**config.mk**
```make
export PLATFORM = sky130hd
export DESIGN_NAME = ram_master
export DESIGN_NICKNAME = d
export VERILOG_FILES = /design/src/rtl/ram_pkg.sv /design/src/rtl/ram_master.sv
export SDC_FILE = /design/constraint.sdc
export NUM_CORES = 1
export LEC_CHECK = 0
export CAP_MARGIN = 40
export CORE_MARGIN = 5
export CORE_UTILIZATION = 40
export DETAILED_ROUTE_END_ITERATION = 6
export GPL_TIMING_DRIVEN = 0
export HOLD_SLACK_MARGIN = 0.08
export MAX_ROUTING_LAYER = met4
export PLACE_DENSITY = 0.78
export SYNTH_ARGS = -nofsm -noshare
export SYNTH_HDL_FRONTEND = slang
export SYNTH_SLANG_ARGS = --single-unit
```
**constraint.sdc**
```tcl
create_clock -name clk -period 1.83 [get_ports clk]
set_input_delay 0.549 -clock clk [delete_from_list [all_inputs] [get_ports clk]]
set_output_delay 0.549 -clock clk [all_outputs]
set_load 0.02 [all_outputs]
```
**src/rtl/ram_pkg.sv**
```systemverilog
// Shared types and width constants for the RAM burst master.
package ram_pkg;

   localparam int unsigned LEN_W  = 4;
   localparam int unsigned TCNT_W = 8;

   typedef enum logic [2:0] {
      ST_IDLE,
      ST_WR_WAIT,
      ST_WR_ISSUE,
      ST_RD_ISSUE,
      ST_RD_WAIT,
      ST_RD_RESP
   } state_t;

endpackage

```
**src/rtl/ram_master.sv**
```systemverilog
// Burst master for a single-port RAM: turns read/write burst commands into
// one-at-a-time RAM accesses, with a per-beat read-return timeout.
module ram_master
   import ram_pkg::*;
#(
   parameter int unsigned DATA_WIDTH = 8,
   parameter int unsigned ADDR_WIDTH = 4,
   parameter int unsigned TIMEOUT    = 7
) (
   input  logic                  clk,
   input  logic                  rstn,
   input  logic                  req_valid,
   output logic                  req_ready,
   input  logic                  req_wr,
   input  logic [ADDR_WIDTH-1:0] req_addr,
   input  logic [LEN_W-1:0]      req_len,
   input  logic                  wdata_valid,
   output logic                  wdata_ready,
   input  logic [DATA_WIDTH-1:0] wdata,
   output logic                  rsp_valid,
   input  logic                  rsp_ready,
   output logic [DATA_WIDTH-1:0] rsp_data,
   output logic                  rsp_last,
   output logic                  rsp_err,
   output logic                  ram_en,
   output logic                  ram_wr_rd,
   output logic [ADDR_WIDTH-1:0] ram_addr,
   output logic [DATA_WIDTH-1:0] ram_data_in,
   input  logic [DATA_WIDTH-1:0] ram_data_out,
   input  logic                  ram_out_en,
   output logic                  busy
);

   state_t            state;
   logic [LEN_W-1:0]  len;
   logic [LEN_W-1:0]  beat;
   logic [TCNT_W-1:0] tcnt;

   // ram_addr doubles as the running burst address.
   always_ff @(posedge clk) begin
      if (!rstn) begin
         state       <= ST_IDLE;
         len         <= '0;
         beat        <= '0;
         tcnt        <= '0;
         req_ready   <= 1'b0;
         wdata_ready <= 1'b0;
         rsp_valid   <= 1'b0;
         rsp_data    <= '0;
         rsp_last    <= 1'b0;
         rsp_err     <= 1'b0;
         ram_en      <= 1'b0;
         ram_wr_rd   <= 1'b0;
         ram_addr    <= '0;
         ram_data_in <= '0;
         busy        <= 1'b0;
      end else begin
         case (state)
            ST_IDLE: begin
               if (req_valid && req_ready) begin
                  req_ready <= 1'b0;
                  busy      <= 1'b1;
                  len       <= req_len;
                  beat      <= '0;
                  ram_addr  <= req_addr;
                  if (req_wr) begin
                     state       <= ST_WR_WAIT;
                     wdata_ready <= 1'b1;
                  end else begin
                     state     <= ST_RD_ISSUE;
                     ram_en    <= 1'b1;
                     ram_wr_rd <= 1'b0;
                  end
               end else begin
                  req_ready <= 1'b1;
               end
            end

            ST_WR_WAIT: begin
               if (wdata_valid) begin
                  state       <= ST_WR_ISSUE;
                  wdata_ready <= 1'b0;
                  ram_data_in <= wdata;
                  ram_en      <= 1'b1;
                  ram_wr_rd   <= 1'b1;
               end
            end

            ST_WR_ISSUE: begin
               ram_en    <= 1'b0;
               ram_wr_rd <= 1'b0;
               if (beat == len) begin
                  state     <= ST_IDLE;
                  req_ready <= 1'b1;
                  busy      <= 1'b0;
               end else begin
                  state       <= ST_WR_WAIT;
                  wdata_ready <= 1'b1;
                  beat        <= beat + LEN_W'(1);
                  ram_addr    <= ram_addr + ADDR_WIDTH'(1);
               end
            end

            ST_RD_ISSUE: begin
               state  <= ST_RD_WAIT;
               ram_en <= 1'b0;
               tcnt   <= '0;
            end

            // A return beat wins over a timeout landing in the same cycle.
            ST_RD_WAIT: begin
               if (ram_out_en) begin
                  state     <= ST_RD_RESP;
                  rsp_valid <= 1'b1;
                  rsp_data  <= ram_data_out;
                  rsp_err   <= 1'b0;
                  rsp_last  <= (beat == len);
               end else if (tcnt == TCNT_W'(TIMEOUT - 1)) begin
                  state     <= ST_RD_RESP;
                  rsp_valid <= 1'b1;
                  rsp_data  <= '0;
                  rsp_err   <= 1'b1;
                  rsp_last  <= (beat == len);
               end else begin
                  tcnt <= tcnt + TCNT_W'(1);
               end
            end

            ST_RD_RESP: begin
               if (rsp_ready) begin
                  rsp_valid <= 1'b0;
                  rsp_last  <= 1'b0;
                  if (beat == len) begin
                     state     <= ST_IDLE;
                     req_ready <= 1'b1;
                     busy      <= 1'b0;
                  end else begin
                     state     <= ST_RD_ISSUE;
                     beat      <= beat + LEN_W'(1);
                     ram_addr  <= ram_addr + ADDR_WIDTH'(1);
                     ram_en    <= 1'b1;
                     ram_wr_rd <= 1'b0;
                  end
               end
            end

            default: state <= ST_IDLE;
         endcase
      end
   end

endmodule

```
### After elaboration in Yosys (flattened, before gate mapping)

Index checks and enable logic that the tools add are counted.

| storage, ports and cells | value |
|---|---|
| bits in registers | 47 |
| logic and storage cells | 109 |
| output and inout port bits | 28 |
| input bits | 31 |

| operators by class | value |
|---|---|
| reduce and logical (&&, ||, !) cells | 21 |
| mux-type cells | 53 |
| add/subtract/negate cells | 3 |
| equal/unequal tests | 17 |

Operator list:

| kind | number |
|---|---|
| $mux W8 | 4 |
| $mux W1 | 25 |
| $mux W4 | 6 |
| $pmux W4 S3 | 2 |
| $ne A2 B2 Y1 const B | 9 |
| $pmux W3 S6 | 1 |
| $pmux W8 S2 | 1 |
| $mux W3 | 5 |
| $reduce_and A6 Y1 | 2 |
| $pmux W1 S3 | 3 |
| $reduce_and A3 Y1 | 3 |
| $add A4 B1 Y4 const B | 2 |
| $add A8 B1 Y8 const B | 1 |
| $eq A8 B3 Y1 const B | 1 |
| $pmux W1 S4 | 2 |
| $reduce_and A2 Y1 | 4 |
| $reduce_bool A4 Y1 | 2 |
| $eq A3 B2 Y1 const B | 2 |
| $eq A3 B3 Y1 const B | 2 |
| $reduce_bool A2 Y1 | 3 |
| $reduce_bool A3 Y1 | 2 |
| $reduce_and A5 Y1 | 1 |
| $eq A4 B4 Y1 | 1 |
| $mux W2 | 2 |
| other kinds (7) | 8 |

### Longest topological paths before layout

| logic depth | value |
|---|---|
| word-level depth | 4 |
| mapped depth | 7 |
| depth with buffers taken out | 6 |

### Worst setup path after synthesis

No wires, ideal clock.

| timing | value |
|---|---|
| kind | register to register |
| start point | reg state[0] |
| end point | reg tcnt[1] |
| slack | 68 ps |
| cell stages (with the launch flop) | 8 |
| data arrival time | 1,695 ps |
| buffers on the path | 3 |
| period minus slack after synthesis | 1,762 ps |
| library setup time | 67 ps |
| data required time | 1,763 ps |
| cells stage by stage | dfxtp_1 buf_6 or3b_1 buf_2 a211o_1 buf_6 a211o_1 a21oi_2 |

| between the ends | value |
|---|---|
| word-level cells in the longest chain between the ends | 3 |
| elaborated cells between the ends (all ways) | 7 |
| classes of those cells | eq/ne: 4; mux: 1; reduce/logical: 2 |

Ends and longest elaborated chain:

| what | line | text |
|---|---|---|
| from (decl) | ram_master.sv:34 | `state_t state;` |
| from (signal assigned) | ram_master.sv:42 | `state <= ST_IDLE;` |
| from (signal assigned) | ram_master.sv:67 | `state <= ST_WR_WAIT;` |
| from (signal assigned) | ram_master.sv:70 | `state <= ST_RD_ISSUE;` |
| $eq A3 B3 Y1 / $eq A3 B2 Y1 (equally long branches) | ram_master.sv:58 | `case (state)` |
| $ne A2 B2 Y1 (no line) / $reduce_bool A2 Y1 (equally long branches) | n/a |  |
| $reduce_and A3 Y1 (no line) | n/a |  |
| to (signal assigned) | ram_master.sv:125 | `tcnt <= tcnt + TCNT_W'(1);` |
| to (decl) | ram_master.sv:37 | `logic [TCNT_W-1:0] tcnt;` |

Several ways; a longest one is shown, not always the timed one.
A chain may end at the register's enable or synchronous reset.

### Final worst setup path

| timing | value |
|---|---|
| start point | reg rsp_data[0] |
| end point | out rsp_data[0] |

RTL lines:

| what | line | text |
|---|---|---|
| from (decl) | ram_master.sv:22 | `output logic [DATA_WIDTH-1:0] rsp_data,` |
| from (signal assigned) | ram_master.sv:115 | `rsp_data <= ram_data_out;` |

No word-level cell between the ends.

==> results.md <==
Floorplanning:
- The top-level port count is 59.
- The number of core rows is 28.
- The area of the die is 7600 um^2.
- The starting density of the core is 0.407.
- The placeable core region is 5850 um^2.
- The die is 87.2 um wide.
- The height of the chip is 87.2 um.

CTS:
- In this run the deepest clock path goes through 2 buffers.
- The number of buffers created by CTS is 5.
- The CTS tree is built.
- The root buffer cell chosen for the clock tree is clkbuf_8.
- The later-pin clock latency in the skew report is 0.30 ns.
- The clock sink total is 47.
- The number of buffers inserted for hold repair after clock tree synthesis is 0.
- The H-tree depth is 2.
- The post-CTS clock slew at the launch and capture registers of the worst setup and hold paths is 0.09 ns.

Timing:
- The relative slew slack is 0.596.
- The final-report setup violation count is 0.
- The maximum clock frequency is 554 MHz.
- The count of pins over their slew limit came to 0.
- For the pin with the worst max-slew slack, the measured transition is 0.601 ns.
- The smallest hold slack is 0.456 ns.
- The minimum clock period is 1.81 ns.
- Of the available clock period, the critical path in the final layout requires 0.987.
- Across the routed clock network, the largest skew measured is 0.00423 ns.
- The number of endpoints with negative hold slack in the final report is 0.
- Setup repair after global routing could not meet its margin everywhere.
- The least setup slack across all paths after layout is 0.0243 ns.

Critical path:
- The number of buffers and inverters on the critical path is 1.
- For the worst setup path, the data arrival time is 1.26 ns.
- In this run the worst path has a maximum fanout of 2.
- The path type of the worst setup path is flip-flop to output port.
- STA classifies the critical path endpoint as an output port.
- The gate family responsible for the most delay along the worst path is buffers and inverters.
- The startpoint type of the worst setup path is a flip-flop.
- Walking the worst path, the cells encountered are clkdlybuf4s50_1.
- The startpoint of the worst setup timing path is rsp_data[0].
- Data on the critical path is required at its endpoint by 1.28 ns.
- The worst register-to-register path begins at state[0].
- On the worst path, the slowest cell contributes a delay of 0.61 ns.
- Among all stages on the critical path, the largest delay is contributed by clkdlybuf4s50_1.

Global route:
- For this run, the total global-route usage over all layers was measured as 0.172.
- The number of global-route vias before repair is 2318.
- The pin count of the biggest net entering global routing is 17.
- After global routing the overflow that remains totals 0.
- The first-pass GRT wire length is 10300 um.
- The number of antenna violations at the first check in global routing is 0.

Power and ir drop:
- The static leakage is 1.49 nW.
- The highest ir drop seen on vdd is 0.627 mV.
- In this run the power density over the cells is 1080 nW/um^2.

Synthesis:
- The sequential element share of the synthesized area is 0.395.
- The count of flip-flops with a built-in enable after synthesis is 0.
- The total number of yosys warnings is 0.
- Counting flops with an async set or reset pin after synthesis yields a share of 0.
- The average instance in the mapped netlist occupies 8.05 um^2.
- The post-synthesis instance area is 2380 um^2.
- Synthesis produced a netlist with a net count of 331.
- The predominant post-synthesis flop cell is dfxtp_1.
- Synthesis inferred 47 register bits.
- After synthesis, the netlist uses 48 different library cells.
- Synthesis produced a netlist whose cell count is 296.

Cells and area:
- The area taken by flip-flops and latches is 947 um^2.
- The fill cell total of the finished layout is 538.
- The library cells used most frequently in the layout, excluding fill and tap cells, are nand2_1, dfxtp_1, clkdlybuf4s50_1.
- Compared with the post-synthesis result, the final layout area differs by 39.6%.
- Summing all multi-input logic gate instances after layout gives 1400 um^2.
- The share of post-route cells with drive strength above 1 is 0.127.
- The repair_antennas step left the layout with diodes totalling 0.
- The number of nets in the layout is 397.
- The library cell used most frequently in the layout, excluding fill and tap cells, is nand2_1.

Detailed routing:
- In the routed design, unresolved DRC markers number 0.
- After detailed routing, the number of vias per cell comes to 5.41.
- The iteration-0 DRC count of the detailed router is 116.
- The detail-routed net length per standard cell is 14.8 um.
- The detailed router placed 2371 vias in this run.
- The total wirelength of the detailed-routed design is 6480 um.
- Once detail routing completed, the nets flagged for antenna violations numbered 0.
- The first-pass iteration count of the detailed router is 4.

Outcome:
- The flow ran to the end, and the final reports show no timing, DRC or antenna violations.

Placed design:
- Routability-driven placement finished with a final weighted congestion of 0.818.
- Before CTS, the worst setup slack after placement is -0.485 ns.
- The number of buffers inserted by port buffering is 57.
- The half-perimeter wire length after placement is 4480 um.

Hold path:
- In this run the most critical hold path is launched from ram_data_in[3].
- In this run the worst hold path is classified as flip-flop to flip-flop.

Job:
- Max-cap violations in this run came to 0.
## per-stage QoR
stage | utilization | area, um^2 | instances | TNS, ns | power, mW
after floorplan | - | 2380 | 296 | 0 | 2.29
after global placement | 0.521 | 3050 | 428 | -12.91 | 2.75
after detailed placement | 0.522 | 3050 | 429 | -12.10 | 2.78
after CTS | 0.550 | 3220 | 439 | 0 | 3.60
after global routing | 0.568 | 3330 | 438 | -0.0421 | 3.81
final | 0.568 | 3330 | 438 | 0 | 3.60
## cells in the mapped netlist (2+ instances only)
master	count	area share
nor4_1	3	0.0079
nor2_1	13	0.020
xor2_1	4	0.015
buf_2	3	0.0063
nand3b_1	4	0.013
clkbuf_1	13	0.020
buf_1	2	0.0032
nor3_1	5	0.011
and2_1	2	0.0053
or3_1	8	0.021
a31oi_1	2	0.0053
nand2_1	48	0.076
and3_1	4	0.011
ha_1	4	0.021
nand4b_1	2	0.0074
mux2i_1	11	0.046
nor3b_1	3	0.0095
dfxtp_1	47	0.39
a211o_1	4	0.015
o32ai_1	2	0.0074
nand2b_1	3	0.0079
o21ai_0	17	0.036
a211oi_1	10	0.032
a21boi_0	2	0.0063
inv_1	10	0.016
nor2b_1	5	0.013
o21a_1	4	0.013
buf_6	2	0.0095
nand3_1	9	0.019
or3b_1	2	0.0074
a21oi_1	31	0.065
## timing repair
item | CTS | global route
endpoints found under the setup margin | 43 | 52
setup buffers | 3 | 2
gates resized for setup | 21 | 36
pin swaps | 4 | 4
gates cloned | 1 | 0
## state kept, by name, summed over array words and instances, names as in the netlist
name	flops
wdata_ready	1
req_ready	1
ram_wr_rd	1
len	4
ram_en	1
rsp_last	1
state	3
rsp_data	8
busy	1
rsp_err	1
ram_data_in	8
beat	4
tcnt	8
ram_addr	4
rsp_valid	1
## kinds of logic after synthesis
logic type,synth area share
simple gates,0.251
compound gates,0.217
flops,0.395
buf+inv,0.0551
mux,0.0462
xor+xnor,0.0147
fa+ha+maj,0.0210
## where the power goes
part | switching (mW) | total [mW] | leakage [nW] | internal [mW]
Clock | 0.372 | 0.787 | 0.0587 | 0.414
Combinational | 0.854 | 1.52 | 1.05 | 0.663
Sequential | 0.125 | 1.30 | 0.383 | 1.17
## routing by layer
metal / GRT usage / vias up / routed length (um)
met4: 0.0628 / 0 / 123
met5: - / - / 0
met3: 0.0265 / 11 / 286
met2: 0.298 / 62 / 3250
met1: 0.202 / 1111 / 2810
li1: - / 1187 / -
## area by class of cell
| cell class | instances | area share |
|---|---|---|
| Timing Repair Buffer | 64 | 0.195 |
| Sequential cell | 47 | 0.285 |
| Tap cell | 75 | 0.0282 |
| Buffer | 15 | 0.0256 |
| Multi-Input combinational cell | 219 | 0.420 |
| Clock buffer | 5 | 0.0207 |
| Inverter | 10 | 0.0113 |
| Clock inverter | 3 | 0.0143 |
## path summary, 6_finish.rpt
path	end	slack (ns)	cells after the start
setup reg to reg	tcnt[3]	0.05	6
hold reg to reg	ram_data_in[3]	0.46	2
setup / recovery	rsp_data[0]	0.02	1
hold / removal	ram_data_in[3]	0.46	2
Note: power is estimated with default switching activity, not from simulation.
==> RTL edit (config.mk and constraints unchanged) <==
`ADDR_WIDTH`: 4 -> 5.
--- a/src/rtl/ram_master.sv
+++ b/src/rtl/ram_master.sv
@@ -4,7 +4,7 @@
    import ram_pkg::*;
 #(
    parameter int unsigned DATA_WIDTH = 8,
-   parameter int unsigned ADDR_WIDTH = 4,
+   parameter int unsigned ADDR_WIDTH = 5,
    parameter int unsigned TIMEOUT    = 7
 ) (
    input  logic                  clk,
Interface: changed (resized ram_addr and req_addr); port bits go from 59 to 61. The function was not compared with the original's and may differ.
==> RTL edit against the unedited design <==
Power decreased by 3.3%. Clock skew increased by 0.0021 ns. Highest routed layer unchanged. Fmax increased by 0.47%. Count of clock-buffer cells in the layout unchanged. Area after synthesis increased by 0.42%. Routed wire length increased by 6.6%. Cell area increased by 2.3%. Setup slack improved by 0.0084 ns. Sequential cell count increased by 1. Critical path type unchanged.
==> RTL edit: results (changes against the unedited design) <==
Synth area leaders dfxtp_1, a21oi_1, nand2_1, o21ai_0, ha_1; clock skew 0.00635 ns (+0.00213 ns); diode count 0 (unchanged); CTS Buf Count 5 (unchanged); dpl cell area 3080 um2 (+0.82%); syn nets 330 (-0.30%); status completed; ys flop type dfxtp_1; wire per inst 15.5 um (+4.9%); share of cells above drive strength 1 15.4% (+2.7 points); via count 2425 (+2.3%); worst hold path class register to register; pre-CTS WS -0.405 ns (+0.0801 ns); # port buffers 59 (+3.5%); maximum buffer depth of the clock tree 2 (unchanged); GRT Util Overall 17.8% (+0.61 points); first-pass GRT wire length 10500 um (+2.3%); GPL Wtd Cong 0.864 (+5.6%); worst slew pin tran 0.572 ns (-0.0286 ns); most common library cells after synthesis dfxtp_1, nand2_1, a21oi_1, o21ai_0, nor2_1; leading registers by flop count ram_data_in: 8 flops, rsp_data: 8 flops, tcnt: 8 flops; leakage power 1.57 nW (+5.5%); maximum VDD drop 573 uV (-8.6%); maximum number of pins on one net before global-route repair 17 (unchanged); CP peak stage delay 0.61 ns (about the same); Iter 0 DRT Violations 240 (+110%); Pre-Repair DR Iteration Count 4 (unchanged); delay-heaviest family, CP buffers and inverters; vias in the first global route 2274 (-1.9%); switching pwr 0.00131 W (-3.1%); antenna violations before repair 0 (unchanged); postcts setup bufs 6 (+3); # fillers 515 (-4.3%); Async SR Flop Fraction 0% (unchanged); Root Driver clkbuf_8; post-CTS sizing 20 (-4.8%); Cell variety after synth 52 (+8.3%); crit-path max FO 2 (unchanged); fin nets 405 (+2.0%); Syn. warnings 0 (unchanged); DP HPWL 4630 um (+3.3%); DR DRC count 0 (unchanged); Worst-Skew Late Latency 0.30 ns (about the same); H-tree level count 2 (unchanged); sequential area share after synthesis 40.2% (+0.67 points)
## RTL edit: changes by cell type in the layout (fill, tap and decap cells not counted), sizes merged, moves of 5 or more
cell and delta:
or3 -6, a21oi +10, buf +7, mux2i -7, nor2b -5
## RTL edit: logic make-up (layout without fill, tap and decap cells)
kind of cell,Yosys count,count (layout),synth area share (%)
xor+xnor,4,4,1.46
flops,48,48,40.2
fa+ha+maj,4,4,2.09
compound gates,100,100,26.6
mux,7,7,3.09
buf+inv,27,103,4.50
simple gates,104,104,22.1
## RTL edit: final cells by class
type / count / share of cell area [%]
sequential: 48 / 28.4
multi-input combinational: 219 / 40.9
clock inverter: 3 / 1.36
buffer: 14 / 2.43
tap: 75 / 2.76
timing repair buffer: 71 / 21.1
clock buffer: 5 / 2.02
inverter: 10 / 1.10
## RTL edit: routing by layer
metal | vias to the layer above | wire length (um) | GRT usage (%) | part of all wire, %
li1 | 1200 | - | - | -
met1 | 1147 | 2870 | 21.3 | 42
met2 | 60 | 3470 | 28.5 | 50
met3 | 18 | 372 | 4.45 | 5.4
met4 | 0 | 187 | 7.53 | 2.7
met5 | - | 0 | - | 0
## RTL edit: worst reg2reg max path: cells and delay by family (launching register included)
kind	cells	cell delay [ns]
simple gates	2	0.80
buf+inv	1	0.11
flops	1	0.34
compound gates	2	0.45
## RTL edit: stage by stage
| step | power (W) | utilization (%) | setup TNS [ns] | hold WS (ns) | cells |
|---|---|---|---|---|---|
| floorplan | 0.00213 | - | 0 | 0.442 | 294 |
| global placement | 0.00258 | 52.6 | -8.40 | 0.438 | 428 |
| detailed placement | 0.00261 | 52.6 | -9.37 | 0.448 | 428 |
| CTS | 0.00344 | 55.6 | -0.140 | 0.461 | 441 |
| global route | 0.00368 | 58.1 | -0.00393 | 0.479 | 445 |
| finish | 0.00348 | 58.1 | 0 | 0.459 | 445 |
## RTL edit: final timing paths
check | from | endpoint | slack (ns) | depth (start not counted)
worst min register to register | ram_data_in[2]$_SDFFE_PN0P_ | ram_data_in[2]$_SDFFE_PN0P_ | 0.46 | 2
worst max register to register | state[1]$_SDFFE_PN0P_ | tcnt[1]$_SDFFE_PN0P_ | 0.05 | 5
worst max-delay path | rsp_data[7]$_SDFFE_PN0P_ | rsp_data[7] | 0.03 | 1
worst min-delay path | ram_data_in[2]$_SDFFE_PN0P_ | ram_data_in[2]$_SDFFE_PN0P_ | 0.46 | 2
## RTL edit: power groups by stage
stage	sequential (W)	combinational, W	clock [W]
2_1_floorplan	0.00139	0.000741	0
3_3_place_gp	0.00129	0.00129	0
3_5_place_dp	0.00129	0.00131	0
4_1_cts	0.00127	0.00136	0.000812
5_1_grt	0.00131	0.00151	0.000866
6_report	0.00129	0.00139	0.000799
